**src/rtl/vidmem_arb_pkg.sv**
```systemverilog
// Shared encodings for the video-memory arbiter: FSM states, bus owner tags
// and the width of a pixel word.
package vidmem_arb_pkg;

    localparam int VIDEO_DATA_W = 24;

    // FSM state encoding
    localparam logic [1:0] ST_IDLE    = 2'd0;
    localparam logic [1:0] ST_GNT_VID = 2'd1;
    localparam logic [1:0] ST_GNT_CPU = 2'd2;
    localparam logic [1:0] ST_DONE    = 2'd3;

    typedef enum logic [1:0] {
        OWN_NONE = 2'd0,
        OWN_VID  = 2'd1,
        OWN_CPU  = 2'd2
    } owner_e;

    // A simultaneous read+write CPU request is carried out as a write.
    function automatic logic cpu_rd_only(input logic rd, input logic wr);
        return rd & ~wr;
    endfunction

endpackage

```
**src/rtl/vidmem_arbiter.sv**
```systemverilog
// Two-master arbiter for the video memory bus: scanline fetcher (priority) and CPU.
// Build with VIDMEM_ARB_FAIRNESS_EN to bound consecutive video grants while the CPU waits.
module vidmem_arbiter
    import vidmem_arb_pkg::*;
#(
    parameter int ADDR_W        = 32,
    parameter int DATA_W        = 32,
    parameter int MAX_VID_BURST = 8
) (
    input  logic                    i_clock,
    input  logic                    i_reset,

    input  logic                    i_vid_read,
    input  logic [ADDR_W-1:0]       i_vid_address,
    output logic                    o_vid_wait,
    output logic [VIDEO_DATA_W-1:0] o_vid_data,

    input  logic                    i_cpu_read,
    input  logic                    i_cpu_write,
    input  logic [ADDR_W-1:0]       i_cpu_address,
    input  logic [DATA_W-1:0]       i_cpu_wdata,
    input  logic [DATA_W/8-1:0]     i_cpu_be,
    output logic                    o_cpu_wait,
    output logic [DATA_W-1:0]       o_cpu_rdata,

    output logic                    o_mem_read,
    output logic                    o_mem_write,
    output logic [ADDR_W-1:0]       o_mem_address,
    output logic [DATA_W-1:0]       o_mem_wdata,
    output logic [DATA_W/8-1:0]     o_mem_be,
    input  logic                    i_mem_wait,
    input  logic [DATA_W-1:0]       i_mem_rdata
);

    logic [1:0]              r_state;
    owner_e                  r_owner;
    logic                    r_mem_read;
    logic                    r_mem_write;
    logic [ADDR_W-1:0]       r_mem_address;
    logic [DATA_W-1:0]       r_mem_wdata;
    logic [DATA_W/8-1:0]     r_mem_be;
    logic [VIDEO_DATA_W-1:0] r_vid_data;
    logic [DATA_W-1:0]       r_cpu_rdata;

    logic w_cpu_req;
    logic w_pick_vid;
    logic w_pick_cpu;

    assign w_cpu_req = i_cpu_read | i_cpu_write;

`ifdef VIDMEM_ARB_FAIRNESS_EN
    localparam int FAIR_W = $clog2(MAX_VID_BURST + 1);

    logic [FAIR_W-1:0] r_fair_cnt;
    logic              w_fair_force;

    assign w_fair_force = (r_fair_cnt == FAIR_W'(MAX_VID_BURST));
    assign w_pick_cpu   = w_cpu_req & (~i_vid_read | w_fair_force);

    // Counts video grants that jumped ahead of a waiting CPU request.
    always_ff @(posedge i_clock or posedge i_reset) begin
        if (i_reset) begin
            r_fair_cnt <= '0;
        end else if (r_state == ST_IDLE) begin
            if (!w_cpu_req || w_pick_cpu)
                r_fair_cnt <= '0;
            else if (w_pick_vid)
                r_fair_cnt <= r_fair_cnt + 1'b1;
        end
    end
`else
    assign w_pick_cpu = w_cpu_req & ~i_vid_read;
`endif

    assign w_pick_vid = i_vid_read & ~w_pick_cpu;

    always_ff @(posedge i_clock or posedge i_reset) begin
        if (i_reset) begin
            r_state       <= ST_IDLE;
            r_owner       <= OWN_NONE;
            r_mem_read    <= 1'b0;
            r_mem_write   <= 1'b0;
            r_mem_address <= '0;
            r_mem_wdata   <= '0;
            r_mem_be      <= '0;
            r_vid_data    <= '0;
            r_cpu_rdata   <= '0;
        end else begin
            case (r_state)
                ST_IDLE: begin
                    if (w_pick_vid) begin
                        r_state       <= ST_GNT_VID;
                        r_mem_read    <= 1'b1;
                        r_mem_address <= i_vid_address;
                        r_mem_wdata   <= '0;
                        r_mem_be      <= '1;
                    end else if (w_pick_cpu) begin
                        r_state       <= ST_GNT_CPU;
                        r_mem_read    <= cpu_rd_only(i_cpu_read, i_cpu_write);
                        r_mem_write   <= i_cpu_write;
                        r_mem_address <= i_cpu_address;
                        r_mem_wdata   <= i_cpu_wdata;
                        r_mem_be      <= i_cpu_be;
                    end
                end
                ST_GNT_VID: begin
                    if (!i_mem_wait) begin
                        r_vid_data <= i_mem_rdata[VIDEO_DATA_W-1:0];
                        r_owner    <= OWN_VID;
                        r_mem_read <= 1'b0;
                        r_state    <= ST_DONE;
                    end
                end
                ST_GNT_CPU: begin
                    if (!i_mem_wait) begin
                        if (r_mem_read)
                            r_cpu_rdata <= i_mem_rdata;
                        r_owner     <= OWN_CPU;
                        r_mem_read  <= 1'b0;
                        r_mem_write <= 1'b0;
                        r_state     <= ST_DONE;
                    end
                end
                // Turnaround cycle: strobes already low, owner sees its wait pulse.
                ST_DONE: r_state <= ST_IDLE;
                default: r_state <= ST_IDLE;
            endcase
        end
    end

    assign o_vid_wait    = ~((r_state == ST_DONE) && (r_owner == OWN_VID));
    assign o_cpu_wait    = ~((r_state == ST_DONE) && (r_owner == OWN_CPU));
    assign o_vid_data    = r_vid_data;
    assign o_cpu_rdata   = r_cpu_rdata;
    assign o_mem_read    = r_mem_read;
    assign o_mem_write   = r_mem_write;
    assign o_mem_address = r_mem_address;
    assign o_mem_wdata   = r_mem_wdata;
    assign o_mem_be      = r_mem_be;

endmodule

```
**config.mk**
```make
export PLATFORM = sky130hd
export DESIGN_NAME = vidmem_arbiter
export DESIGN_NICKNAME = d
export VERILOG_FILES = /design/src/rtl/vidmem_arb_pkg.sv /design/src/rtl/vidmem_arbiter.sv
export SDC_FILE = /design/constraint.sdc
export NUM_CORES = 1
export LEC_CHECK = 0
export BUFFER_PORTS_ARGS = -buffer_cell sky130_fd_sc_hd__buf_2
export CAP_MARGIN = 40
export CORE_MARGIN = 8
export CORE_UTILIZATION = 25
export DETAILED_ROUTE_END_ITERATION = 16
export PLACE_DENSITY = 0.5
export SLEW_MARGIN = 20
export SYNTH_ARGS = -nofsm -noshare
export SYNTH_HDL_FRONTEND = slang
export SYNTH_SLANG_ARGS = --single-unit
```
**constraint.sdc**
```tcl
create_clock -name i_clock -period 3.7 [get_ports i_clock]
set_input_delay 0.185 -clock i_clock [delete_from_list [all_inputs] [get_ports i_clock]]
set_output_delay 0.185 -clock i_clock [all_outputs]
set_load 0.02 [all_outputs]
```
=== Word-level counts from Yosys, hierarchy flattened ===
Index checks and enable logic that the tools add are counted.

* Logic and storage cells: 65
* Output and inout bits: 128
* Memories kept: 0
* Bits in registers: 130
* RAM bits: 0
* Bits of input ports: 138
* Bits in read-only memories: 0
* Bits in latches: 0

* $add $sub $neg: 0
* Bitwise operators: 10
* Shift-type cells: 0
* Equal/unequal tests: 11
* Reduce and logical (&&, ||, !) cells: 15
* Multiplexer cells: 20
* Magnitude comparators: 0
* Divide/modulo/power cells: 0
* $mul: 0

{| class="wikitable"
|+ Operator list
! kind !! number
|-
| $mux 32 || 4
|-
| $mux 2 || 5
|-
| $ne 2x2->1 const B || 5
|-
| $reduce_and 3->1 || 3
|-
| $mux 4 || 2
|-
| $reduce_bool 2->1 || 4
|-
| $eq 2x2->1 const B || 3
|-
| $not 1->1 || 6
|-
| $pmux 2 s3 || 1
|-
| $reduce_and 2->1 || 3
|-
| $mux 1 || 5
|-
| $eq 2x1->1 const B || 2
|-
| $pmux 1 s2 || 2
|-
| $pmux 2 s2 || 1
|-
| $reduce_and 4->1 || 1
|-
| $and 1x1->1 || 3
|-
| $ne 3x3->1 const B || 1
|-
| $logic_and 1x1->1 || 2
|-
| $logic_not 2->1 || 1
|-
| $reduce_or 2->1 || 1
|-
| $or 1x1->1 || 1
|}

=== Longest topological paths before layout ===
Gate-level depths: netlist of the first run.

* Depth in word-level cells: 6
* Mapped depth: 7
* Mapped depth without buffers: 5

=== Worst setup path after synthesis of the first run ===
No wires, ideal clock.

* Kind: reg2reg
* Start: register r_state[0]
* End: register r_cpu_rdata[0], in the netlist o_cpu_rdata[0]
* Setup slack: 2.091 ns
* Buffers on the path: 1
* Stages on the path, launching flop included: 7
* Clock period less this slack: 1.609 ns
* Data required time: 3.575 ns
* Arrival time: 1.484 ns
* Setup time: 0.125 ns
* Cell sequence: dfrtp_1 > inv_1 > ha_1 > and2b_1 > nand2_1 > buf_4 > mux2_2

* Longest elaborated chain between the ends: 2

{| class="wikitable"
|+ Ends and longest elaborated chain
! item !! line !! RTL
|-
| start, declared || vidmem_arbiter.sv:35 || <nowiki>logic [1:0] r_state;</nowiki>
|-
| start signal, assigned || vidmem_arbiter.sv:79 || <nowiki>r_state <= ST_IDLE;</nowiki>
|-
| start signal, assigned || vidmem_arbiter.sv:92 || <nowiki>r_state <= ST_GNT_VID;</nowiki>
|-
| start signal, assigned || vidmem_arbiter.sv:98 || <nowiki>r_state <= ST_GNT_CPU;</nowiki>
|-
| $eq 2x2->1 || vidmem_arbiter.sv:89 || <nowiki>case (r_state)</nowiki>
|-
| $reduce_and 3->1 (no line) || - ||
|-
| end signal, assigned || vidmem_arbiter.sv:117 || <nowiki>r_cpu_rdata <= i_mem_rdata;</nowiki>
|-
| end, declared || vidmem_arbiter.sv:43 || <nowiki>logic [DATA_W-1:0] r_cpu_rdata;</nowiki>
|}

Every way passes these cells.
A chain may end at the register's enable or synchronous reset.

=== Worst setup path in the final report of the first run ===
* Start: register r_state[0]
* End: register r_cpu_rdata[24], in the netlist o_cpu_rdata[24]

Same word-level chain as after synthesis.

==> results.md, run 1 <==
- The post-cts resize count is 0.
- The power density over cell area is ~900 mW/mm^2.
- In this run the critical register-to-register path is captured at o_cpu_rdata[24].
- The highest net fanout along the worst path is 32.
- The synthesized area per cell is between 10 and 15 um^2.
- The die is about 160 um tall.
- The first-pass iteration count of the detailed router is 4.
- In this run the biggest area consumer among cell types represents 62.4% of the synthesized area.
- The maximum frequency from static timing analysis is 0.512 GHz.
- The final hold violation count was 0.
- The number of fill cells is roughly 2100.
- The clock period could shrink to ~2.0 ns.
- The cell count of the worst hold path is 2.
- The worst setup path startpoint is r_state[0].
- During synthesis, Yosys emitted a total of 0 warnings.
- The count of placed standard cells including taps is roughly 900.
- The number of flops mapped to enable cells by yosys is 0.
- The depth of the worst register-to-register path is 6.
- The sequential cell area in the final layout is 0.00325 mm^2.
- The total routing resource utilization after global routing is about an eighth.
- In this run the most critical hold path is launched from i_mem_rdata[1].
- TritonCTS created 17 clock buffers.
- After synthesis, the netlist uses 27 different library cells.
- For this block, the via count after detailed routing is 4185.
- The data arrival at the endpoint of the critical path is around 2.2 ns.
- After detailed routing, the number of vias per cell comes to between 4 and 5.
- Setup violations remaining at the end of the flow were counted as 0.
- Summed over all layers, the global routing overflow is 0.
- For this design the top-level I/O count stands at 266.
- Synthesis handed over a netlist of 383 instances.
- The pin count of the biggest net entering global routing is ~100.
- The number of maximum-capacitance constraint violations is 0.
- For this block, the initial DRC count from the detailed router was ~160.
- The total wire length after detailed routing is about 15000 um.
- In this run the static leakage power is 4.05 nW.
- Setup repair after global routing left no endpoint under its margin.
- The class of the tightest hold or removal check is input pin to flip-flop.
- The CTS tree is done.
- STA puts the critical path data required time at just under 4 ns.
- The number of routed nets with antenna violations is 0.
- From synthesis to final layout, the design area changed by 51.2%.
- The clock insertion delay at the later pin of the skew report is approximately 0.41 ns.
- The share of flip-flops with an asynchronous set or reset after synthesis is 100%.
- The share of synthesized area occupied by flip-flops and latches is 62.4%.
- The run finished with clean final reports.
- The core box area is just over 0.02 mm^2.
- The clock tree skew after final layout is between 0.01 and 0.015 ns.
- Of all cell types, the one taking the most synthesized area is sky130_fd_sc_hd__dfrtp_1.
- The first global-routing pass estimated between 20000 and 30000 um of wire.
- The flip-flop and latch count after synthesis is 130.
- The finished layout holds roughly 1000 standard cells, fillers aside.
- The portion of the clock cycle consumed by the worst path in the final layout is a little over half.
- The buffer levels on the longest clock path is 2.
- The number of port buffers is between 200 and 300.
- The main flop type after synthesis is sky130_fd_sc_hd__dfrtp_1.
- In the final layout, the share of cells above drive strength 1 is between 50 and 60%.
- The remaining routing DRC violations is 0.
- Across all register-to-register paths, the minimum setup slack is approximately 1.7 ns.
- Summed over all failing endpoints, the final setup total negative slack is 0 ns.
- Total power for the finished layout comes to approximately 7 mW.
- The number of placement rows is 53.
- The cell area that synthesis handed to floorplanning was 0.00521 mm^2.
- The initial cell density of the core is around a quarter.
- The placer's final routability congestion estimate is just over 0.7.
- After clock tree synthesis, the clock-pin slew on the worst setup and hold paths is roughly 0.060 ns.
- At the pin with the least slew margin, the transition time is 0.738 ns.
- The end-of-flow core utilization is between 30 and 40%.
- The die covers 0.0257 mm^2.
- The area of the multi-input gates is 0.00181 mm^2.
- The horizontal die dimension is 160 um.
- CTS built an H-tree with a depth of 4.
- The most used standard cell by instance count after synthesis is sky130_fd_sc_hd__dfrtp_1.
- The number of antenna violations at the first check in global routing is 1.
- The mean routed wirelength per cell is around 16 um.
- The critical setup path kind is flip-flop to flip-flop.
- The count of nets after finishing is roughly 840.
- For this design, the sink count on the clock tree is between 100 and 150.
- The final count of pins violating max slew came to 0.
- The worst setup path is launched from a flip-flop.
- For hold timing, the worst endpoint is o_vid_data[1].
- The worst hold slack after final layout is roughly 0.027 ns.
- The synthesized netlist net count is approximately 530.
- After synthesis, the cell types taking the most area are sky130_fd_sc_hd__dfrtp_1 (62%), sky130_fd_sc_hd__mux2_2 (13%), sky130_fd_sc_hd__mux2i_1 (6.1%), sky130_fd_sc_hd__a22o_1 (5.4%), sky130_fd_sc_hd__o21ai_0 (2.8%).
- The repair_antennas step left the layout with diodes totalling 0.
- In this run the tightest slew margin relative to its limit is between 50% and 60%.
- The worst vdd rail ir drop is 0.534 mV.
- The master cell of the clock root buffer is sky130_fd_sc_hd__clkbuf_16.
- The post-CTS setup-driven buffer insertion count is 0.
- The HPWL after detailed placement is between 10000 and 15000 um.
- The type of element capturing the critical path is a flip-flop.
- After synthesis, the most frequently instantiated cells are sky130_fd_sc_hd__dfrtp_1 (130), sky130_fd_sc_hd__mux2_2 (58), sky130_fd_sc_hd__nand2_1 (38).
- The number of global-route vias before repair is between 4000 and 5000.
- The critical register-to-register path startpoint is r_state[0].
-- report_power, final --
part	total, mW	switching, mW	internal, mW
logic	2.94	1.78	1.16
registers	2.46	0.353	2.10
clock network	1.63	0.620	1.01
-- layout by cell type (no fill, tap or decap), types with 4 or more instances in the layout --
cell                              n
sky130_fd_sc_hd__buf_2          265
sky130_fd_sc_hd__dfrtp_1        130
sky130_fd_sc_hd__mux2_2          58
sky130_fd_sc_hd__dlygate4sd3_1   43
sky130_fd_sc_hd__nand2_1         38
sky130_fd_sc_hd__a22o_1          32
sky130_fd_sc_hd__mux2i_1         32
sky130_fd_sc_hd__o21ai_0         29
sky130_fd_sc_hd__clkbuf_16       17
sky130_fd_sc_hd__inv_1            6
sky130_fd_sc_hd__o21ai_1          6
sky130_fd_sc_hd__ha_1             5
sky130_fd_sc_hd__clkinvlp_4       4
sky130_fd_sc_hd__clkinv_4         4
sky130_fd_sc_hd__buf_4            4
-- area by class of cell --
cell class                 count  share of cell area, %
inverter                       7                  0.365
multi-input combinational    223                   23.0
tap                          275                   4.37
clock inverter                12                   1.71
clock buffer                  20                   5.67
sequential                   130                   41.3
timing repair buffer         315                   23.6
-- registers in the layout, summed over array words and instances, names as in the netlist --
signal and cells:
o_mem_wdata 32, r_owner 2, o_mem_address 32, o_mem_write 1
o_mem_read 1, o_cpu_rdata 32, o_vid_data 24, o_mem_be 4
r_state 2
-- cell families (layout without fill, tap and decap cells) --
group                    count (synthesis)  after routing  share of synthesized area, %
flip-flops                             130            130                          62.4
multiplexers                            90             90                          18.7
AO/OA/AOI/OAI                           80             80                          10.9
AND/OR/NAND/NOR                         48             48                          3.89
buffers and inverters                   30            354                          2.98
adder cells (fa/ha/maj)                  5              5                          1.20
-- metal layers --
metal | GRT usage [%] | up-vias | routed length (um)
li1 | - | 1990 | -
met4 | 3.61 | 2 | 189
met5 | 0 | - | 8
met1 | 14.1 | 2010 | 6460
met2 | 19.9 | 171 | 7480
met3 | 5.96 | 12 | 1350
-- critical path, cell delays in order (launching register included) --
cell and delay [ns]:
sky130_fd_sc_hd__dfrtp_1 0.40, sky130_fd_sc_hd__inv_1 0.10, sky130_fd_sc_hd__ha_1 0.25, sky130_fd_sc_hd__and2b_1 0.20, sky130_fd_sc_hd__nand2_1 0.07, sky130_fd_sc_hd__buf_4 0.38, sky130_fd_sc_hd__mux2_2 0.39
-- through the flow --
stage	setup WS (ns)	cell area, um^2
global placement	1.51	6810
CTS	1.66	7850
detailed placement	1.68	6840
global route	1.60	7880
finish	1.75	7880
floorplan	0.0457	5210
-- worst max path at each step --
| stage | to | slack, ns | cells past startpoint |
|---|---|---|---|
| 5_1_grt | o_cpu_rdata[23] | 1.60 | 6 |
| 3_5_place_dp | o_mem_address[6] | 1.68 | 5 |
| 3_3_place_gp | o_mem_wdata[29] | 1.51 | 5 |
| 6_report | o_cpu_rdata[24] | 1.75 | 6 |
| 4_1_cts | o_mem_address[6] | 1.66 | 5 |
| 2_1_floorplan | o_cpu_rdata[0] | 0.05 | 1 |
-- timing repair --
item,4_1_cts,5_1_grt
setup endpoints to repair,0,0
hold buffers,42,1
hold endpoints to repair,58,1
(Power assumes the default switching activity.)
==> run 2: changes to the inputs <==
PLACE_DENSITY = 0.48   (was 0.5)
clock period = 2 ns   (was 3.7 ns; I/O delays follow)
==> results.md, run 2 (same netlist as run 1, synthesis figures left out) <==
- The flow ran to the end, and the final reports show no timing, DRC or antenna violations.
- Clock tree synthesis selected as its root buffer the cell sky130_fd_sc_hd__clkbuf_16.
- In the layout the commonest cells are sky130_fd_sc_hd__buf_2 (265), sky130_fd_sc_hd__dfrtp_1 (130), sky130_fd_sc_hd__dlygate4sd3_1 (118).
- The number of antenna violations at the first check in global routing is 0 (-1).
- The mean routed wirelength per cell is 15.7 um (-0.68%).
- The CTS tree is done.
- From synthesis to final layout, the design area changed by 65.3%.
- The count of nets after finishing was 912 (+9.0%).
- The wire length of the first global-routing pass is 27300 um (+8.0%).
- The maximum frequency from static timing analysis is 0.569 GHz (+11%).
- The clock net sink count is 130 (unchanged).
- The horizontal die dimension is 160 um (unchanged).
- The vertical die dimension is 160 um (unchanged).
- The placed wire-length estimate after detailed placement is 11600 um (-0.53%).
- The final count of pins violating max slew came to 0 (unchanged).
- Setup repair after global routing left no endpoint under its margin.
- The TritonCTS buffer count is 17 (unchanged).
- The number of global-route vias before repair was 5145 (+7.8%).
- The clock insertion delay at the later pin of the skew report is 0.41 ns (about the same).
- The clock-pin transition on the worst setup and hold timing paths is 0.06 ns (about the same).
- The placer's final routability congestion estimate is 0.698 (-1.8%).
- The pin count of the biggest net entering global routing is 98 (unchanged).
- The number of routed nets with antenna violations is 0 (unchanged).
- The worst hold path begins at i_vid_address[5].
- The data arrival at the endpoint of the critical path is 2.04 ns (-0.20 ns).
- The depth of the worst register-to-register path was 6 (unchanged).
- The critical register-to-register path startpoint is r_state[0].
- The transition time of the tightest slew-check pin came to 0.579 ns (-0.159 ns).
- The type of element capturing the critical path is a flip-flop.
- The total wire length after detailed routing is 16500 um (+6.8%).
- The setup TNS is 0 ns (unchanged).
- The number of fill cells is 1939 (-5.4%).
- The cell count of the worst hold path is 3 (+1).
- The tightest slew margin relative to the limit was 61.4% (+11 points).
- The count of endpoints failing setup in the final report is 0 (unchanged).
- The highest net fanout along the worst path came to 32 (unchanged).
- The setup slack on the worst flop-to-flop path was 0.24 ns (-1.51 ns).
- The share of final-layout standard cells stronger than drive strength 1 is 46.7% (-4.8 points).
- The first-pass iteration count of the detailed router came to 4 (unchanged).
- The final non-filler cell total is 1056 (+7.5%).
- The clock tree skew after final layout is 0.00971 ns (-0.00142 ns).
- The total routing resource utilization after global routing is 13.3% (+1.0 points).
- The number of placement rows is 53 (unchanged).
- The worst hold slack after final layout is 0.00377 ns (-0.0232 ns).
- The power density over cell area came to 1520 mW/mm^2 (+71%).
- The number of vias after detailed routing is 4503 (+7.6%).
- The critical setup path kind is flip-flop to flip-flop.
- The count of placed standard cells including taps was 907 (+0.11%).
- The number of port buffers was 265 (unchanged).
- The worst min-delay path endpoint is o_mem_address[5].
- The vias per cell came to 4.26 (about the same).
- The worst vdd rail ir drop is 0.615 mV (+15%).
- The data required time at the worst endpoint is 2.29 ns (-1.69 ns).
- The buffer levels on the longest clock path is 2 (unchanged).
- The library cell used most frequently in the layout, excluding fill and tap cells, is sky130_fd_sc_hd__buf_2.
- The leakage power is 4.36 nW (+7.6%).
- The time the final worst path needs with I/O delays and setup came to 1.76 ns (-0.193 ns).
- The remaining routing DRC violations is 0 (unchanged).
- The post-cts resize count is 0 (unchanged).
- The critical path launch point type is a flip-flop.
- The initial cell density of the core came to 25.1% (unchanged).
- The top-level I/O count came to 266 (unchanged).
- The overall die area is 0.0257 mm^2 (unchanged).
- The violation count after the first detailed-route iteration came to 116 (-27%).
- The final hold violation count is 0 (unchanged).
- The diode insertion count for antenna repair came to 0 (unchanged).
- The core box area is 0.0208 mm^2 (unchanged).
- The power after layout is 13.1 mW (+87%).
- The number of buffers inserted for hold repair after clock tree synthesis is 118 (+180%).
- The portion of the clock cycle consumed by the worst path in the final layout is 87.9% (+35 points).
- The H-tree depth reported by CTS was 4 (unchanged).
- The number of maximum-capacitance constraint violations came to 0 (unchanged).
- The leftover overflow at the end of global routing came to 0 (unchanged).
- The post-CTS setup-driven buffer insertion count is 0 (unchanged).
- The endpoint of the worst-slack reg-to-reg timing path is o_cpu_rdata[26].
- The class of the tightest hold or removal check is input pin to flip-flop.
## run 2: cell types whose count changed in the layout (fill, tap and decap cells not counted), moves of 2 or more
cell,delta
sky130_fd_sc_hd__dlygate4sd3_1,+75
sky130_fd_sc_hd__buf_12,+3
sky130_fd_sc_hd__buf_16,-2
sky130_fd_sc_hd__clkbuf_8,+2
sky130_fd_sc_hd__clkinv_4,-2
sky130_fd_sc_hd__clkbuf_1,-2
sky130_fd_sc_hd__inv_6,+2
## run 2: where the power goes
part | total (mW) | internal [mW] | leakage (nW) | switching, mW
sequential | 4.56 | 3.89 | 1.61 | 0.667
combinational | 5.58 | 2.26 | 2.48 | 3.32
clock | 2.97 | 1.81 | 0.271 | 1.17
## run 2: per-stage QoR
stage,utilization [%],setup slack (ns),instance area (um^2)
floorplan,-,0.291,5220
global placement,33.1,0.279,6860
CTS,41.5,0.232,8620
global route,41.5,0.121,8620
finish,41.5,0.242,8620
detailed placement,33.1,0.245,6860
## run 2: how the worst max path moves through the flow
stage | startpoint | endpoint | slack, ns | depth (start not counted)
floorplan | i_reset | o_cpu_rdata[0] | 0.29 | 1
global placement | r_state[0] | o_cpu_rdata[27] | 0.28 | 6
detailed placement | r_state[0] | o_cpu_rdata[26] | 0.25 | 6
CTS | r_state[0] | o_cpu_rdata[26] | 0.23 | 6
global route | r_state[1] | o_mem_write | 0.12 | 5
finish | r_state[0] | o_cpu_rdata[26] | 0.24 | 6
## run 2: routing by layer
metal / global-route usage (%) / wire length (um) / vias up
li1: - / - / 2138
met2: 22.5 / 8370 / 170
met5: 0 / 0 / -
met3: 5.61 / 1230 / 18
met1: 14.6 / 6670 / 2177
met4: 4.55 / 269 / 0
## run 2: layout make-up
cell class / instances / area (um^2) / area share [%]
clock buffer: 20 / 467 / 5.42
tap: 275 / 344 / 3.99
inverter: 7 / 30.0 / 0.348
sequential: 130 / 3250 / 37.8
multi-input combinational: 223 / 1810 / 21.0
timing repair buffer: 390 / 2610 / 30.3
clock inverter: 11 / 105 / 1.22
## run 2: critical path: stages, from the launching register on
cell and delay, ns:
sky130_fd_sc_hd__dfrtp_1 0.40, sky130_fd_sc_hd__inv_1 0.10, sky130_fd_sc_hd__ha_1 0.24, sky130_fd_sc_hd__and2b_1 0.19, sky130_fd_sc_hd__nand2_1 0.11, sky130_fd_sc_hd__buf_12 0.23
sky130_fd_sc_hd__mux2_2 0.36
==> run 3: changes to the inputs <==
PLACE_DENSITY = 0.5   (was 0.48)
clock period = 1.45 ns   (was 2 ns; I/O delays follow)
==> results.md, run 3 (same netlist as run 1, synthesis figures left out) <==
- The power density over cell area is 2150 mW/mm^2 (+41%).
- The number of global-route vias before repair is 5388 (+4.7%).
- The core box area was 0.0208 mm^2 (unchanged).
- The data arrival at the endpoint of the critical path is 1.89 ns (-0.15 ns).
- The master cell of the clock root buffer is sky130_fd_sc_hd__clkbuf_16.
- The worst vdd rail ir drop is 0.705 mV (+15%).
- The flow ran to the end, but the final reports show violations.
- Setup repair after global routing could not meet its margin everywhere.
- The checks that failed: negative hold slack, negative setup slack.
- The initial cell density of the core is 25.1% (unchanged).
- The vias per cell is 4.32 (+1.3%).
- The critical path launch point type is a flip-flop.
- The diode insertion count for antenna repair is 0 (unchanged).
- The critical setup path kind is flip-flop to flip-flop.
- The count of placed standard cells including taps is 924 (+1.9%).
- The horizontal die dimension came to 160 um (unchanged).
- The number of maximum-capacitance constraint violations is 0 (unchanged).
- Compared with the post-synthesis result, the final layout area differs by 85.1%.
- The remaining routing DRC violations is 0 (unchanged).
- The number of placement rows was 53 (unchanged).
- The clock insertion delay at the later pin of the skew report is 0.41 ns (about the same).
- The path class of the tightest hold or removal check is input pin to flip-flop.
- The most common library cell in the layout ignoring fill and taps is sky130_fd_sc_hd__buf_2.
- The most frequent cell on the critical path is sky130_fd_sc_hd__buf_12.
- The pin count of the biggest net entering global routing is 69 (-30%).
- The count of endpoints failing setup in the final report was 84 (+84).
- The end-of-flow core utilization is 46.5% (+5.0 points).
- The number of port buffers is 265 (unchanged).
- The buffer levels on the longest clock path was 2 (unchanged).
- The clock net sink count is 130 (unchanged).
- The leakage power is 4.97 nW (+14%).
- The total routing resource utilization after global routing is 13.9% (+0.64 points).
- The final count of pins violating max slew is 0 (unchanged).
- The violation count after the first detailed-route iteration is 167 (+44%).
- The count of nets after finishing is 965 (+5.8%).
- The number of routed nets with antenna violations is 0 (unchanged).
- The clock-pin transition on the worst setup and hold timing paths is 0.06 ns (about the same).
- The post-route standard cell area excluding fillers is 0.00965 mm^2 (+12%).
- The H-tree depth reported by CTS came to 4 (unchanged).
- The placed wire-length estimate after detailed placement was 12100 um (+5.0%).
- The vertical die dimension came to 160 um (unchanged).
- The slowest cell on the critical path is sky130_fd_sc_hd__dfrtp_1.
- The TritonCTS buffer count is 17 (unchanged).
- The leftover overflow at the end of global routing is 0 (unchanged).
- The top-level I/O count is 266 (unchanged).
- The highest net fanout along the worst path is 9 (-72%).
- The maximum frequency from static timing analysis was 0.626 GHz (+10%).
- The data required time at the worst endpoint was 1.74 ns (-0.55 ns).
- The area of placed instances was 0.00721 mm^2 (+5.1%).
- Walking the worst path, the cells encountered are inv_2 > ha_4 > and2b_1 > nand2_4 > buf_12 > buf_12 > mux2_4.
- The tightest slew margin relative to the limit is 58.3% (-3.1 points).
- In the layout the commonest cells are sky130_fd_sc_hd__buf_2 (265), sky130_fd_sc_hd__dlygate4sd3_1 (132), sky130_fd_sc_hd__dfrtp_1 (129).
- The portion of the clock cycle consumed by the worst path in the final layout is 110% (+22 points).
- The overall die area is 0.0257 mm^2 (unchanged).
- The transition time of the tightest slew-check pin came to 0.626 ns (+0.0467 ns).
- The final critical-path setup slack is -0.147 ns (-0.389 ns).
- The wire length of the first global-routing pass is 28700 um (+5.1%).
- The final non-filler cell total came to 1110 (+5.1%).
- The worst setup slack after placement is -0.179 ns (-0.424 ns).
- The clock tree skew after final layout is 0.00992 ns (+0.000202 ns).
- The first-pass iteration count of the detailed router is 4 (unchanged).
- The type of element capturing the critical path is a flip-flop.
- The number of vias after detailed routing was 4797 (+6.5%).
- The placer's final routability congestion estimate is 0.753 (+7.9%).
- The largest stage delay on the critical path is 0.38 ns (-0.02 ns).
- The setup TNS is -4.89 ns (-4.89 ns).
- The mean routed wirelength per cell was 17.0 um (+8.7%).
- The worst hold slack after final layout was -0.00150 ns (-0.00526 ns).
- The time the final worst path needs with I/O delays and setup is 1.60 ns (-0.161 ns).
- The total wire length after detailed routing came to 18900 um (+14%).
- The share of final-layout standard cells stronger than drive strength 1 came to 50.2% (+3.4 points).
- The number of antenna violations at the first check in global routing is 0 (unchanged).
- TritonCTS built the clock tree.
- The power after layout is 20.7 mW (+58%).
- The final hold violation count is 1 (+1).
[run 3: cell count changes in the layout (fill, tap and decap cells not counted), sizes merged]
cell and delta:
clkinv -1, inv +2, o31ai +1, clkinvlp -2
bufinv +4, dlygate4sd3 +14, buf +36
[run 3: final timing paths]
kind                                   start                 to  slack, ns  cells after the start
max                               r_state[0]    o_cpu_rdata[11]      -0.15                      7
min                        i_cpu_address[23]  o_mem_address[23]     -0.001                      3
max reg2reg                       r_state[0]    o_cpu_rdata[11]      -0.15                      7
min reg2reg                      o_mem_be[3]        o_mem_be[3]       0.47                      2
max in group asynchronous            i_reset  o_mem_address[12]       0.58                      4
min in group asynchronous            i_reset    o_mem_wdata[20]       0.25                      3
[run 3: repair_timing]
item / CTS / global route
hold buffers: 130 / 2
resized for setup: 25 / 13
buffers inserted: 9 / 3
setup endpoints to repair: 96 / 90
pin swaps: 4 / 0
gates cloned: 4 / 8
hold endpoints to repair: 140 / 1
[run 3: area by class of cell]
type / instances / area [um^2]
clock buffer: 18 / 439
clock inverter: 14 / 225
fill: 1855 / 11100
inverter: 7 / 30.0
multi-input combinational: 224 / 2050
sequential: 130 / 3250
tap: 275 / 344
timing repair buffer: 442 / 3310
[run 3: routing by layer]
layer  track usage (%)  part of all wire [%]
met1              15.1                    40
met2              24.3                    51
met3              5.30                   6.7
met4              4.80                   1.8
met5                 0                     0
[run 3: worst max-delay path, delay by kind of cell, from the launching register on]
kind | cells | cell delay [ns]
and+or+nand+nor | 2 | 0.28
muxes | 1 | 0.30
buffers and inverters | 3 | 0.39
DFF | 1 | 0.38
adders and majority gates | 1 | 0.14
[run 3: where the power goes]
group | switching, mW | leakage, nW | internal [mW]
registers | 0.950 | 1.61 | 5.37
clock network | 1.69 | 0.319 | 3.13
logic | 5.19 | 3.04 | 4.41
